## src/rtl/output_frame_buffer.sv

```systemverilog
// Double-banked per-port slot buffer, shifted out MSB-first as a 2*SLOTS*WIDTH-bit frame on every port.
// swap_ack/frame_start appear the cycle after the accepting edge; swaps are taken only when idle or at frame end.
module output_frame_buffer #(
    parameter int PORTS = 8,
    parameter int SLOTS = 4,
    parameter int WIDTH = 32
) (
    input  logic                      clk,
    input  logic                      rst,
    input  logic                      wr_en,
    input  logic [$clog2(PORTS)-1:0]  wr_port,
    input  logic [$clog2(SLOTS)-1:0]  wr_slot,
    input  logic [WIDTH-1:0]          wr_header,
    input  logic [WIDTH-1:0]          wr_payload,
    input  logic                      swap,
    input  logic                      out_en,
    output logic                      swap_ack,
    output logic                      frame_start,
    output logic                      busy,
    output logic [PORTS-1:0]          ser_out,
    output logic [PORTS-1:0]          ser_valid,
    output logic                      wr_collision
);
    localparam int SW = $clog2(SLOTS);
    localparam int BW = (WIDTH > 1) ? $clog2(WIDTH) : 1;
    localparam logic [SW-1:0] SLOT_LAST = SW'(SLOTS - 1);
    localparam logic [BW-1:0] BIT_LAST  = BW'(WIDTH - 1);

    typedef enum logic {IDLE, SHIFT} state_t;

    state_t                            r_state;
    state_t                            w_state_nxt;
    logic                              r_bank;
    logic [1:0][PORTS-1:0][SLOTS-1:0]  r_vld;
    logic [WIDTH-1:0]                  r_hdr [2][PORTS][SLOTS];
    logic [WIDTH-1:0]                  r_pay [2][PORTS][SLOTS];
    logic [SW-1:0]                     r_slot;
    logic                              r_phase;
    logic [BW-1:0]                     r_bit;
    logic                              r_ack;
    logic                              r_coll;
    logic                              w_rd_bank;
    logic                              w_last;
    logic                              w_accept;
    logic                              w_on;

    assign w_rd_bank = ~r_bank;
    assign w_last    = (r_state == SHIFT) && (r_slot == SLOT_LAST) && r_phase && (r_bit == BIT_LAST);
    assign w_accept  = swap && ((r_state == IDLE) || w_last);

    always_comb begin
        w_state_nxt = r_state;
        case (r_state)
            IDLE:    if (w_accept) w_state_nxt = SHIFT;
            SHIFT:   if (w_last) w_state_nxt = w_accept ? SHIFT : IDLE;
            default: w_state_nxt = IDLE;
        endcase
    end

    always_ff @(posedge clk) begin
        if (rst) r_state <= IDLE;
        else     r_state <= w_state_nxt;
    end

    always_ff @(posedge clk) begin
        if (rst) begin
            r_bank  <= 1'b0;
            r_vld   <= '0;
            r_slot  <= '0;
            r_phase <= 1'b0;
            r_bit   <= '0;
            r_ack   <= 1'b0;
            r_coll  <= 1'b0;
        end else begin
            r_ack  <= w_accept;
            r_coll <= wr_en && r_vld[r_bank][wr_port][wr_slot];
            // Read-bank clear and write-bank set never touch the same bank.
            if (w_last) r_vld[w_rd_bank] <= '0;
            if (wr_en)  r_vld[r_bank][wr_port][wr_slot] <= 1'b1;
            if (w_accept) begin
                r_bank  <= ~r_bank;
                r_slot  <= '0;
                r_phase <= 1'b0;
                r_bit   <= '0;
            end else if (r_state == SHIFT) begin
                if (r_bit == BIT_LAST) begin
                    r_bit   <= '0;
                    r_phase <= ~r_phase;
                    if (r_phase) r_slot <= r_slot + 1'b1;
                end else begin
                    r_bit <= r_bit + 1'b1;
                end
            end
        end
    end

    // Word storage is left unreset; the valid bits gate everything it drives.
    always_ff @(posedge clk) begin
        if (wr_en && !rst) begin
            r_hdr[r_bank][wr_port][wr_slot] <= wr_header;
            r_pay[r_bank][wr_port][wr_slot] <= wr_payload;
        end
    end

    assign w_on         = (r_state == SHIFT) && !rst;
    assign busy         = w_on;
    assign swap_ack     = r_ack && !rst;
    assign frame_start  = r_ack && !rst;
    assign wr_collision = r_coll && !rst;

    always_comb begin
        ser_out   = '0;
        ser_valid = '0;
        for (int p = 0; p < PORTS; p++) begin
            if (w_on && out_en && r_vld[w_rd_bank][p][r_slot]) begin
                ser_valid[p] = 1'b1;
                ser_out[p]   = r_phase ? r_pay[w_rd_bank][p][r_slot][BIT_LAST - r_bit]
                                       : r_hdr[w_rd_bank][p][r_slot][BIT_LAST - r_bit];
            end
        end
    end
endmodule
```

## config.mk

```make
export PLATFORM = sky130hd
export DESIGN_NAME = output_frame_buffer
export DESIGN_NICKNAME = d
export VERILOG_FILES = /design/src/rtl/output_frame_buffer.sv
export SDC_FILE = /design/constraint.sdc
export NUM_CORES = 2
export LEC_CHECK = 0
export CORE_MARGIN = 8
export CORE_UTILIZATION = 35
export DETAILED_ROUTE_END_ITERATION = 8
export PLACE_DENSITY = 0.49
export SYNTH_ARGS = -nofsm -noshare
export SYNTH_HDL_FRONTEND = slang
export SYNTH_SLANG_ARGS = --single-unit
```

## constraint.sdc

```tcl
create_clock -name clk -period 7.3 [get_ports clk]
set_clock_uncertainty 0.15 [all_clocks]
set_input_delay 1.46 -clock clk [delete_from_list [all_inputs] [get_ports clk]]
set_output_delay 1.46 -clock clk [all_outputs]
set_load 0.02 [all_outputs]
```

## Yosys cells after proc, flatten, opt, wreduce, memory -nomap -nowiden

Memory sizes are Yosys's and may differ from the RTL's.
Index checks and enable logic that the tools add are counted.
W data, S select, Z words.

| storage, ports and cells | value |
|---|---|
| bits in registers | 76 |
| RAM bits | 4096 |
| output and inout bits | 20 |
| memories kept | 2 |

Memories:

| name | words | bits a word | read ports | clocked after memory_dff | wr ports | line | source |
|---|---|---|---|---|---|---|---|
| r_hdr | 2 | 1024 | 1 | 0 | 1 | 35 | `logic [WIDTH-1:0] r_hdr [2][PORTS][SLOTS];` |
| r_pay | 2 | 1024 | 1 | 0 | 1 | 36 | `logic [WIDTH-1:0] r_pay [2][PORTS][SLOTS];` |

| cells by class | value |
|---|---|
| $add $sub $neg | 3 |
| order comparisons | 15 |
| eq/ne operators | 2 |
| muxes and demuxes | 149 |
| bitwise logic cells | 9 |
| reduce and logical (&&, ||, !) cells | 29 |

Operator list:

| kind | count |
|---|---|
| $mux W32 | 39 |
| $bmux W32 S2 | 16 |
| $mux W1024 | 1 |
| $demux W128 S3 | 1 |
| $mux W64 | 3 |
| $mux W128 | 1 |
| $bmux W1 S5 | 16 |
| $and A64 B64 Y64 | 1 |
| $demux W32 S1 | 2 |
| $demux W32 S2 | 1 |
| $not A64 Y64 | 1 |
| $or A64 B64 Y64 | 1 |
| $mux W1 | 53 |
| $logic_and A1 B1 Y1 | 24 |
| $bmux W1 S2 | 9 |
| $bmux W4 S3 | 1 |
| $demux W4 S3 | 1 |
| $mux W4 | 2 |
| $ge A3 B3 Y1 const B | 2 |
| $lt A2 B3 Y1 const B | 2 |
| $lt A5 B6 Y1 const B | 1 |
| $not A2 Y3 | 2 |
| $add A5 B1 Y5 const B | 1 |
| $eq A5 B5 Y1 const B | 1 |
| other kinds (21) | 25 |

## Depth between registers and ports, before layout

| depth | value |
|---|---|
| depth in word-level cells | 11 |
| gate-level depth with buffers | 14 |
| depth with buffers taken out | 8 |

## Worst setup path before layout

No wires, ideal clock.

| timing | value |
|---|---|
| path type | input to register |
| start point | input wr_port[0] |
| end point | memory r_hdr[1][832] (netlist name), enable pin |
| library setup time | 487 ps |
| arrival | 5810 ps |
| data required time | 6663 ps |
| setup slack | 853 ps |
| stages | 6 |
| buffers on the path | 4 |
| cells stage by stage | buf_2 clkbuf_1 clkbuf_1 or3b_2 clkbuf_1 nor2_1 |

| between the ends | value |
|---|---|
| longest elaborated chain between the ends | 6 |
| elaborated cells on any way between the ends | 7 |
| classes of those cells | order compare (2); mux (3); bitwise (1); reduce/logical (1) |

RTL lines:

| element | line | source |
|---|---|---|
| from (decl) | 11 | `input logic [$clog2(PORTS)-1:0] wr_port,` |
| $not A3 Y4 (implied by the code) * | 100 | `r_hdr[r_bank][wr_port][wr_slot] <= wr_header;` |
| $ge A4 B4 Y1 (implied by the code) / $lt A4 B1 Y1 (equally long branches) | 100 |  |
| $logic_and A1 B1 Y1 (implied by the code) | 100 |  |
| $mux W128 (implied by the code) | 100 |  |
| $demux W128 S3 * | 100 |  |
| $mux W1024 (implied by the code) * | 100 |  |
| to (decl) | 35 |  |

Mark *: on every way between the ends. The rest lies on a longest branch, timed or not.

## Final worst setup path

| timing | value |
|---|---|
| start point | register r_slot[1] |
| end point | output ser_out[5] |

| between the ends | value |
|---|---|
| longest elaborated chain between the ends | 8 |
| elaborated cells on any way between the ends | 16 |
| classes of those cells | mux (14); bitwise (1); reduce/logical (1) |

RTL lines:

| element | line | source |
|---|---|---|
| from (decl) | 37 | `logic [SW-1:0] r_slot;` |
| from (signal assigned) | 89 | `if (r_phase) r_slot <= r_slot + 1'b1;` |
| $not A2 Y3 (implied by the code) | 117, 118 |  |
| $bmux W32 S2, on equally long branches | 118, 117 |  |
| $mux W32, on equally long branches (2 in a row) | 118, 117 |  |
| $bmux W1 S5, on equally long branches | 118, 117 |  |
| $mux W1, on equally long branches | 118, 117 |  |
| $mux W1 | 117 | `ser_out[p] = r_phase ? r_pay[w_rd_bank][p][r_slot][BIT_LAST - r_bit]` |
| $mux W1 * | 115 | `if (w_on && out_en && r_vld[w_rd_bank][p][r_slot]) begin` |
| to (decl) | 20 | `output logic [PORTS-1:0] ser_out,` |

Mark *: on every way between the ends. The rest lies on a longest branch, timed or not. The select of a mux whose other input is x is not followed.

==> out/metrics.yaml <==
numPortBuffers: 93
cts_hold_buffers: 0
grt_first_pass_wirelength_um: 712000
fin_setup_tns_ns: 0
cts.sinks: 4172
cp-start-kind: "flop"
pwr-share-clk_pct: 42.7
io_pins: 94
routed_wl_um: 528000
syn_nets: 7447
clock_path_buffers: 4
synth_cells: 7370
path_class: "reg -> out"
combPwrFrac_pct: 4.9
yosys_most_used_dff: "edfxtp_1"
cp.arrival_ns: 5.62
status: "complete, no violations"
via_per_inst: 5.75
p_sw_share_pct: 21.6
ys_seq_area_share_pct: 77.2
grt_pass1_vias: 82549
synth.area.top_cells: "edfxtp_1 (76%), mux4_2 (12%), mux2i_1 (2.8%)"
wl_per_cell_um: 36.5
htree_levels: 5
slew_headroom_pct: 5.31
syn-cell-area_um2: 161000
syn_area_per_cell_um2: 21.9
worstPathMaxFanout: 30
core_um2: 459000
setup_violations: 0
finalHoldViolations: 0
post-route-drc-count: 0
yosysTopAreaCell: "edfxtp_1"
critical_path_required_ns: 5.69
p_switching_w: 0.0109
root_buffer: "clkbuf_16"
internal_power_w: 0.0395
die_h_um: 695
grt_setup_unrepaired: "false"
p_leak_nw: 56.4
vdd_ir_drop_max_mv: 0.203
synth_top_area_share_pct: 76.3
pwr-share-seq_pct: 52.4
nets: 8013
vias: 83200
grt_overflow_total: 0
dp.cells: 13630
hold_class: "reg -> reg"
stdcell_count: 14470
slew_violations: 0
first_pass_iters: 6
fin_crit_sh_pct: 99.1
drt_iter0_drc: 10667
numCtsBuffers: 443
ys_warn_count: 0
track_usage_pct: 21.2
critPathCaptureType: "output port"
total_power_w: 0.0504
rows: 249
dp_hpwl_um: 300000
drive_gt1_share_pct: 25.5
start_util_pct: 35.1
yosysMostFrequentCell: "edfxtp_1"
finalCriticalPeriod_ns: 7.23
final_util_pct: 40.4
clock_latency_ns: 0.96
globalplace.congestion: 0.796
fp.dieW_um: 695
synth_commonest_cells: "edfxtp_1 (4096), mux4_2 (859), mux2i_1 (451), nor2_1 (211), a21oi_1 (206)"
grt_max_degree: 103
nFillCells: 40636
antenna_found_initial: 71
powerDensity_nw_per_um2: 271
synthArstFlopShare_pct: 0
synth_enable_flop_cells: 4096
yosysUniqueCellTypes: 78
tightest_slew_ns: 1.42
clk_pin_slew_ns: 0.06
drv_cap: 0
antenna_left: 0
cts_tree: "done"
synth_seq_cells: 4172
fmax_mhz: 138
dieArea_um2: 483000
area_growth_pct: 15.2
[state kept, by name, indices dropped and copies added, names as in the netlist]
register  count
r_vld        64
r_hdr      2048
r_ack         1
r_bit         5
r_phase       1
r_pay      2048
r_bank        1
r_state       1
r_coll        1
r_slot        2
[critical path: stages, from the launching register on]
cell,delay [ns]
dfxtp_4,0.60
buf_4,0.32
nor2b_4,0.75
buf_12,0.28
buf_4,0.32
a22oi_1,0.14
a31oi_1,0.29
nand3_1,0.29
a311oi_1,0.35
buf_4,0.23
o32ai_2,0.18
buf_4,0.28
and4_1,0.31
buf_4,0.20
[final timing paths]
kind              from            end  slack, ns  cells after the start
max          r_slot[1]     ser_out[5]       0.07                     13
min          r_vld[48]      r_vld[48]       0.34                      2
max reg2reg     r_bank  r_hdr[1][191]       2.19                      9
min reg2reg  r_vld[48]      r_vld[48]       0.34                      2
[per-stage QoR]
step | hold slack [ns] | cell area [µm²] | setup slack (ns)
2_1_floorplan | 0.298 | 161000 | 0.853
3_3_place_gp | 0.314 | 172000 | -0.923
3_5_place_dp | 0.323 | 172000 | 0.217
4_1_cts | 0.339 | 186000 | -0.0182
5_1_grt | 0.365 | 186000 | 0.0166
6_report | 0.342 | 186000 | 0.0691
[metal layers]
metal / vias up / global-route usage [%] / wire length (µm)
li1: 32513 / - / -
met1: 46147 / 30.6 / 226000
met2: 3799 / 33.4 / 244000
met3: 709 / 3.97 / 44100
met4: 32 / 5.00 / 13500
met5: - / 0 / 217
[placed cells by master (no fill, tap or decap), types with 33 or more instances in the layout]
master and n:
buf_4 352, a21oi_1 204, edfxtp_1 4096, a31oi_1 36, nor3_1 41, dfxtp_1 70
a221o_1 33, o22ai_1 62, clkinv_1 122, nand2_1 142, mux4_1 36, o21ai_0 63
mux2i_1 451, nor2_4 67, mux4_2 859, clkbuf_16 450, clkbuf_1 118, nor2_1 140
a221oi_1 92, clkinv_2 70, nand3_1 41, buf_12 113, buf_2 65, a22oi_1 162
[logic make-up (layout without fill, tap and decap cells)]
kind of cell	Yosys count	count (layout)	synth area share (%)
other cells	0	16	0
mux	1363	1363	15.5
fa+ha+maj	3	3	0.0233
compound gates	822	822	3.56
simple gates	570	570	1.62
buf+inv	437	1372	2.02
flops	4172	4172	77.2
xor+xnor	3	3	0.0163
[final cells by class]
cell class	count	area, µm²	share of cell area (%)
tap	6149	7690	4.14
inverter	5	31.3	0.0168
clock buffer	569	11700	6.31
antenna	16	40.0	0.0216
clock inverter	245	2050	1.11
timing repair buffer	553	5500	2.96
sequential	4172	125000	67.1
multi-input combinational	2761	34100	18.4
[power by group through the flow]
stage                     clock, W  sequential, W  combinational [W]
after global placement           0         0.0269            0.00243
after CTS                   0.0219         0.0264            0.00248
after detailed placement         0         0.0269            0.00247
after global routing        0.0228         0.0264            0.00261
final                       0.0215         0.0264            0.00246
after floorplan                  0         0.0269            0.00153
[timing repair]
| item | in CTS | in global routing |
|---|---|---|
| resized for setup | 13 | 2 |
| endpoints found under the setup margin | 7 | 4 |
| pin swaps | 1 | 0 |
| setup buffers | 4 | 6 |
Note: power is estimated with default switching activity, not from simulation.
